[src/rtl/sprite_drawer_pkg.sv]
// Shared screen geometry and pixel types
// for the sprite drawing slice.
package sprite_drawer_pkg;

    localparam int SCREEN_W     = 160;
    localparam int SCREEN_H     = 120;
    localparam int PLAYER_WIDTH = 3;

    typedef logic [7:0] px_x_t;
    typedef logic [6:0] px_y_t;
    typedef logic [2:0] colour_t;

    typedef struct packed {
        px_x_t      x;
        px_y_t      y;
        logic [2:0] w;
    } box_t;

endpackage

[src/rtl/sprite_drawer_square_scanner.sv]
// Row-major walker over a w x w square,
// with off-screen pixels flagged invalid.
module square_scanner
    import sprite_drawer_pkg::*;
(
    input  logic       clk,
    input  logic       resetn,
    input  logic       start,
    input  px_x_t      org_x,
    input  px_y_t      org_y,
    input  logic [2:0] width,
    input  logic [8:0] lim_x,
    input  logic [7:0] lim_y,
    output logic [2:0] off_x,
    output logic [2:0] off_y,
    output logic       active,
    output logic       pixel_valid,
    output logic       last
);

    logic [2:0] w_q;
    logic [8:0] sum_x;
    logic [7:0] sum_y;

    // Offset counters: x fastest, stop after the last row
    always_ff @(posedge clk) begin
        if (!resetn) begin
            off_x  <= '0;
            off_y  <= '0;
            w_q    <= '0;
            active <= 1'b0;
        end else if (start) begin
            off_x  <= '0;
            off_y  <= '0;
            w_q    <= width;
            active <= (width != 3'd0);
        end else if (active) begin
            if (off_x == w_q - 3'd1) begin
                off_x <= '0;
                if (off_y == w_q - 3'd1)
                    active <= 1'b0;
                else
                    off_y <= off_y + 3'd1;
            end else begin
                off_x <= off_x + 3'd1;
            end
        end
    end

    assign sum_x = {1'b0, org_x} + {6'b0, off_x};
    assign sum_y = {1'b0, org_y} + {5'b0, off_y};

    assign pixel_valid = active && (sum_x < lim_x)
                         && (sum_y < lim_y);

    assign last = active && (off_x == w_q - 3'd1)
                  && (off_y == w_q - 3'd1);

endmodule

[src/rtl/sprite_drawer.sv]
// Erase/redraw of one square sprite and
// full-screen clear, one pixel per cycle.
module sprite_drawer
    import sprite_drawer_pkg::*;
#(
    parameter logic [2:0] BG_COLOUR = 3'b000,
    parameter int SCREEN_W = sprite_drawer_pkg::SCREEN_W,
    parameter int SCREEN_H = sprite_drawer_pkg::SCREEN_H
) (
    input  logic       clk,
    input  logic       resetn,
    input  logic       move,
    input  logic       clear,
    input  logic [7:0] obj_x,
    input  logic [6:0] obj_y,
    input  logic [2:0] obj_width,
    input  logic [2:0] obj_colour,
    output logic [7:0] vga_x,
    output logic [6:0] vga_y,
    output logic [2:0] vga_colour,
    output logic       plot,
    output logic       busy,
    output logic       done
);

    localparam logic [2:0] S_IDLE  = 3'd0;
    localparam logic [2:0] S_LOAD  = 3'd1;
    localparam logic [2:0] S_ERASE = 3'd2;
    localparam logic [2:0] S_DRAW  = 3'd3;
    localparam logic [2:0] S_CLEAR = 3'd4;
    localparam logic [2:0] S_DONE  = 3'd5;

    logic [2:0] state, nxt;
    box_t       cur_q, old_q;
    colour_t    col_q;
    logic       old_valid;
    logic       pend_move, pend_clear;
    logic [7:0] clr_x;
    logic [6:0] clr_y;
    logic       clr_last;

    logic       sc_start, sc_active;
    logic       sc_valid, sc_last, sc_end;
    logic [2:0] sc_w, off_x, off_y;
    px_x_t      sc_ox, px_x;
    px_y_t      sc_oy, px_y;

    assign clr_last = (clr_x == 8'(SCREEN_W - 1))
                      && (clr_y == 7'(SCREEN_H - 1));
    assign sc_end   = !sc_active || sc_last;

    // Next-state selection; clear has priority
    always_comb begin
        nxt = state;
        case (state)
            S_IDLE:
                if (clear || pend_clear)
                    nxt = S_CLEAR;
                else if (move || pend_move)
                    nxt = S_LOAD;
            S_LOAD:
                nxt = old_valid ? S_ERASE : S_DRAW;
            S_ERASE: if (sc_end) nxt = S_DRAW;
            S_DRAW:  if (sc_end) nxt = S_DONE;
            S_CLEAR: if (clr_last) nxt = S_DONE;
            S_DONE:  nxt = S_IDLE;
            default: nxt = S_IDLE;
        endcase
    end

    // Scanner is restarted on entry to ERASE/DRAW
    always_comb begin
        sc_start = (state == S_LOAD)
                   || (state == S_ERASE && sc_end);
        if (state == S_LOAD)
            sc_w = old_valid ? old_q.w : obj_width;
        else
            sc_w = cur_q.w;
        sc_ox = (state == S_ERASE) ? old_q.x : cur_q.x;
        sc_oy = (state == S_ERASE) ? old_q.y : cur_q.y;
    end

    assign px_x = sc_ox + {5'b0, off_x};
    assign px_y = sc_oy + {4'b0, off_y};

    square_scanner u_scan (
        .clk         (clk),
        .resetn      (resetn),
        .start       (sc_start),
        .org_x       (sc_ox),
        .org_y       (sc_oy),
        .width       (sc_w),
        .lim_x       (9'(SCREEN_W)),
        .lim_y       (8'(SCREEN_H)),
        .off_x       (off_x),
        .off_y       (off_y),
        .active      (sc_active),
        .pixel_valid (sc_valid),
        .last        (sc_last)
    );

    // FSM state, position registers, pending requests
    always_ff @(posedge clk) begin
        if (!resetn) begin
            state      <= S_IDLE;
            cur_q      <= '0;
            old_q      <= '0;
            col_q      <= '0;
            old_valid  <= 1'b0;
            pend_move  <= 1'b0;
            pend_clear <= 1'b0;
            clr_x      <= '0;
            clr_y      <= '0;
        end else begin
            state <= nxt;
            if (state == S_IDLE && nxt == S_LOAD)
                pend_move <= 1'b0;
            else
                pend_move <= pend_move | move;
            if (state == S_IDLE && nxt == S_CLEAR)
                pend_clear <= 1'b0;
            else
                pend_clear <= pend_clear | clear;
            if (state == S_LOAD) begin
                cur_q <= '{obj_x, obj_y, obj_width};
                col_q <= obj_colour;
            end
            if (state == S_DRAW && sc_end) begin
                old_q     <= cur_q;
                old_valid <= 1'b1;
            end
            if (state == S_CLEAR && clr_last)
                old_valid <= 1'b0;
            if (state != S_CLEAR) begin
                clr_x <= '0;
                clr_y <= '0;
            end else if (clr_x == 8'(SCREEN_W - 1)) begin
                clr_x <= '0;
                clr_y <= clr_y + 7'd1;
            end else begin
                clr_x <= clr_x + 8'd1;
            end
        end
    end

    // Registered pixel and status outputs
    always_ff @(posedge clk) begin
        if (!resetn) begin
            vga_x      <= '0;
            vga_y      <= '0;
            vga_colour <= '0;
            plot       <= 1'b0;
            busy       <= 1'b0;
            done       <= 1'b0;
        end else begin
            busy <= (nxt != S_IDLE);
            done <= (state == S_DONE);
            plot <= 1'b0;
            case (state)
                S_ERASE, S_DRAW: begin
                    if (sc_active) begin
                        vga_x <= px_x;
                        vga_y <= px_y;
                        vga_colour <= (state == S_ERASE)
                                      ? BG_COLOUR : col_q;
                        plot <= sc_valid;
                    end
                end
                S_CLEAR: begin
                    vga_x      <= clr_x;
                    vga_y      <= clr_y;
                    vga_colour <= BG_COLOUR;
                    plot       <= 1'b1;
                end
                default: plot <= 1'b0;
            endcase
        end
    end

endmodule

[config.mk]
export PLATFORM = sky130hd
export DESIGN_NAME = sprite_drawer
export DESIGN_NICKNAME = d
export VERILOG_FILES = /design/src/rtl/sprite_drawer_pkg.sv /design/src/rtl/sprite_drawer_square_scanner.sv /design/src/rtl/sprite_drawer.sv
export SDC_FILE = /design/constraint.sdc
export NUM_CORES = 1
export LEC_CHECK = 0
export CAP_MARGIN = 20
export CORE_ASPECT_RATIO = 2
export CORE_MARGIN = 2
export CORE_UTILIZATION = 42
export DETAILED_ROUTE_END_ITERATION = 8
export GPL_TIMING_DRIVEN = 0
export PLACE_DENSITY = 0.59
export SETUP_SLACK_MARGIN = 0.1
export SLEW_MARGIN = 15
export SYNTH_ARGS = -nofsm -noshare
export SYNTH_HDL_FRONTEND = slang
export SYNTH_HIERARCHICAL = 1
export SYNTH_SLANG_ARGS = --single-unit
[constraint.sdc]
create_clock -name clk -period 4 [get_ports clk]
set_input_delay 0.6 -clock clk [delete_from_list [all_inputs] [get_ports clk]]
set_output_delay 0.6 -clock clk [all_outputs]
set_load 0.1 [all_outputs]
==> metrics.cfg <==
[run_status]
status=complete, no violations

[critical_path]
worstPathRequired_ns=4.29
reg2reg_to=plot
critPathCaptureType=flip-flop
timing.critical_path.mode_cell=nand2_1
slowest_delay_ns=0.40
worstPathArrival_ns=3.96
crit_path_start_kind=flip-flop
path_buf_inv=3
crit_chain=buf_6 -> nor3b_4 -> buf_4 -> nand2_1 -> nand2_1 -> ha_1 -> inv_1 -> fa_1 -> nor2b_1 -> o21ai_1 -> xnor2_1 -> ha_1 -> a21o_1 -> a21o_1 -> a221oi_2 -> o221a_1 -> nand3_1 -> nand2_1
crit_fanout=19
cp_top_family=compound AO/OA/AOI/OAI gates
reg2regPathDepth=18
r2r_start=state[1]
cpMaxStageDelayCell=fa_1
r2r_setup_slack_ns=0.33
path_class=reg2reg

[yosys]
yosysSeqAreaShare_pct=35.2
syn_inst=643
synthFlopType=dfxtp_1
netlist_top_cells_count=nand2_1 (145), dfxtp_1 (91), a21oi_1 (66), nor2_1 (44), ha_1 (32)
synth.most_common_cell=nand2_1
synth_edf_count=0
synthDominantAreaCellType=dfxtp_1
synth_warnings=6
syn_area_sq_um=5180
async_reset_ff_share_pct=0
yosys_register_bits=91
ys_types=60
yosys.area.top_type_share_pct=35.2
ys_top_cells_by_area=dfxtp_1 (35%), nand2_1 (11%), ha_1 (7.7%)
syn_area_per_cell_sq_um=8.05

[route]
postRouteAntennaNets=0
drc=0
dr.first_iter.drc_count=212
wl_per_cell_um=16.2
drt-total-wl_mm=14.0
vias=4628
drt-pass1-iter-count=4
viasPerCell=5.34

[grt]
grt_use_met2_pct=41.8
grt_pass1_wl_mm=22.1
antenna_found_initial=0
gr-usage-met1_pct=23.1
grt-busiest-layer=met2
grt_use_total_pct=22.1
grt_use_met3_pct=2.46
grt_overflow=0
grt_pass1_vias=4547
grt_max_degree=18

[sta]
period_share_pct=91.8
max_clock_freq_ghz=0.272
period_needed_ns=3.67
slew_headroom_pct=34.4
fin_tns_setup_ns=0
holdWs_ns=0.454
rsz0062_at_grt=false
setup_slack_ns=0.329
fin_skew_ns=0.0103
setup_viol=0
maxSlewViolCount=0
hold_viol_final=0
tightestPinTransition_ns=0.980

[hold_path]
worstHoldEndpoint=vga_x[0]
hp-class=reg2reg
hold_start=vga_x[0]
whs_path_depth=2

[power]
leakage_uw=0.00258
power_uw=2330
pwr-share-clk_pct=41.1
p_int_uw=1650
irDropWorstVdd_uv=226
combinationalPowerShare_pct=17.1
power_density_nw_per_um2=375
power_frac_seq_pct=41.8
netSwitchingFraction_pct=29.4
p_switching_uw=685

[place]
gp_congestion=0.878
port_buffers=45
post-place-ws_ns=-0.212
dpl.hpwl_mm=11.1

[die]
boundaryPins=46
initial_core_util_pct=42.7
rows=57
dieHeight_um=161
die_x_um=82.5
core_area_sq_um=12100
die_area_sq_um=13300

[layout]
nNetsFinal=775
multiInputGateArea_sq_um=3130
diodes=0
area_growth_pct=20.1
fin_util_pct=51.3
seqCellArea_sq_um=1820
fillCellCount=1200
layout-drive-gt1-share_pct=7.23

[clocking]
clk_path_buf_depth=2
cts_hold_buf=0
cts.sinks=91
path_clk_slew_ns=0.07
htree_num_levels=3
cts_made_buffers=9
cts-root-buf=clkbuf_16
cts_tree=done
clk_latency_ns=0.35

[job]
drv_cap=0

[kinds of logic after synthesis]
| logic type | synth area share [%] |
|---|---|
| adders and majority gates | 9.28 |
| other | 0.145 |
| and+or+nand+nor | 24.1 |
| muxes | 1.86 |
| buffers and inverters | 5.60 |
| xor gates and xnor gates | 7.80 |
| AOI/OAI and AO/OA | 16.0 |
| DFF | 35.2 |
[per-layer routing]
layer / routed length (um) / share of wire (%)
met2: 7720 / 55
met3: 391 / 2.8
met5: 0 / 0
met4: 483 / 3.4
met1: 5410 / 39
[area by class of cell]
class / instances / area share (%)
Clock inverter: 7 / 1.69
Inverter: 28 / 1.71
Buffer: 33 / 3.00
Clock buffer: 9 / 3.62
Timing Repair Buffer: 46 / 7.37
Multi-Input combinational cell: 505 / 50.3
Sequential cell: 91 / 29.3
Tap cell: 147 / 2.96
[how the worst max path moves through the flow]
stage / startpoint / endpoint / slack, ns / depth (start not counted)
finish: state[1] / plot / 0.33 / 18
detailed placement: state[1] / plot / -0.21 / 19
floorplan: state[1] / plot / 0.62 / 19
CTS: state[1] / plot / 0.12 / 19
global route: state[1] / plot / 0.11 / 18
global placement: state[1] / plot / -0.11 / 19
[power by group through the flow]
stage / Clock (uW) / Combinational [uW] / Sequential [uW]
after floorplan: 0 / 251 / 1010
after global placement: 0 / 389 / 992
after detailed placement: 0 / 396 / 995
after CTS: 973 / 402 / 974
after global routing: 1010 / 439 / 979
final: 958 / 399 / 975
[through the flow]
step | std cells | cell area (sq um)
6_report | 866 | 6220
5_1_grt | 866 | 6220
4_1_cts | 867 | 6220
3_5_place_dp | 850 | 5870
3_3_place_gp | 850 | 5870
2_1_floorplan | 658 | 5240
[cells in the final DEF (no fill, tap or decap), types with 4 or more instances in the layout]
| cell | count |
|---|---|
| nor2b_1 | 7 |
| buf_6 | 4 |
| dfxtp_1 | 90 |
| o21ai_0 | 9 |
| nor2_1 | 44 |
| nand3_1 | 16 |
| a21oi_1 | 66 |
| clkdlybuf4s50_1 | 45 |
| clkbuf_16 | 9 |
| nand2_1 | 145 |
| ha_1 | 32 |
| o2111ai_1 | 4 |
| fa_1 | 4 |
| a22oi_1 | 14 |
| buf_2 | 11 |
| clkbuf_1 | 12 |
| o31ai_1 | 4 |
| o211ai_1 | 4 |
| inv_1 | 26 |
| xor2_1 | 24 |
| conb_1 | 17 |
| o32ai_1 | 4 |
| nand2b_1 | 10 |
| mux2i_1 | 7 |
| nand4_1 | 9 |
| a21o_1 | 10 |
| xnor2_1 | 17 |
| and3_1 | 8 |
| buf_4 | 4 |
[worst reg2reg max path: cells and delay by family, from the launching register on]
family          cells  cell delay (ns)
flops               1             0.33
buf+inv             3             0.49
fa+ha+maj           3             0.83
simple gates        6             0.80
xor+xnor            1             0.14
compound gates      5             1.01
[state kept, by name, indices dropped and copies added (netlist names), 3 cells and up]
name and count:
state 3, u_scan/off_x 3, clr_y 7, cur_q 18, vga_x 8, vga_y 7, u_scan/w_q 3, u_scan/off_y 3
clr_x 8, old_q 18, vga_colour 3, col_q 3
[repair_timing]
action | in CTS | in global routing
endpoints found under the setup margin | 1 | 1
setup buffers | 1 | 0
endpoints found under the hold margin | 0 | 0
pin swaps | 0 | 0
resized for setup | 2 | 3
No activity file was read; power rests on OpenSTA's default activity.
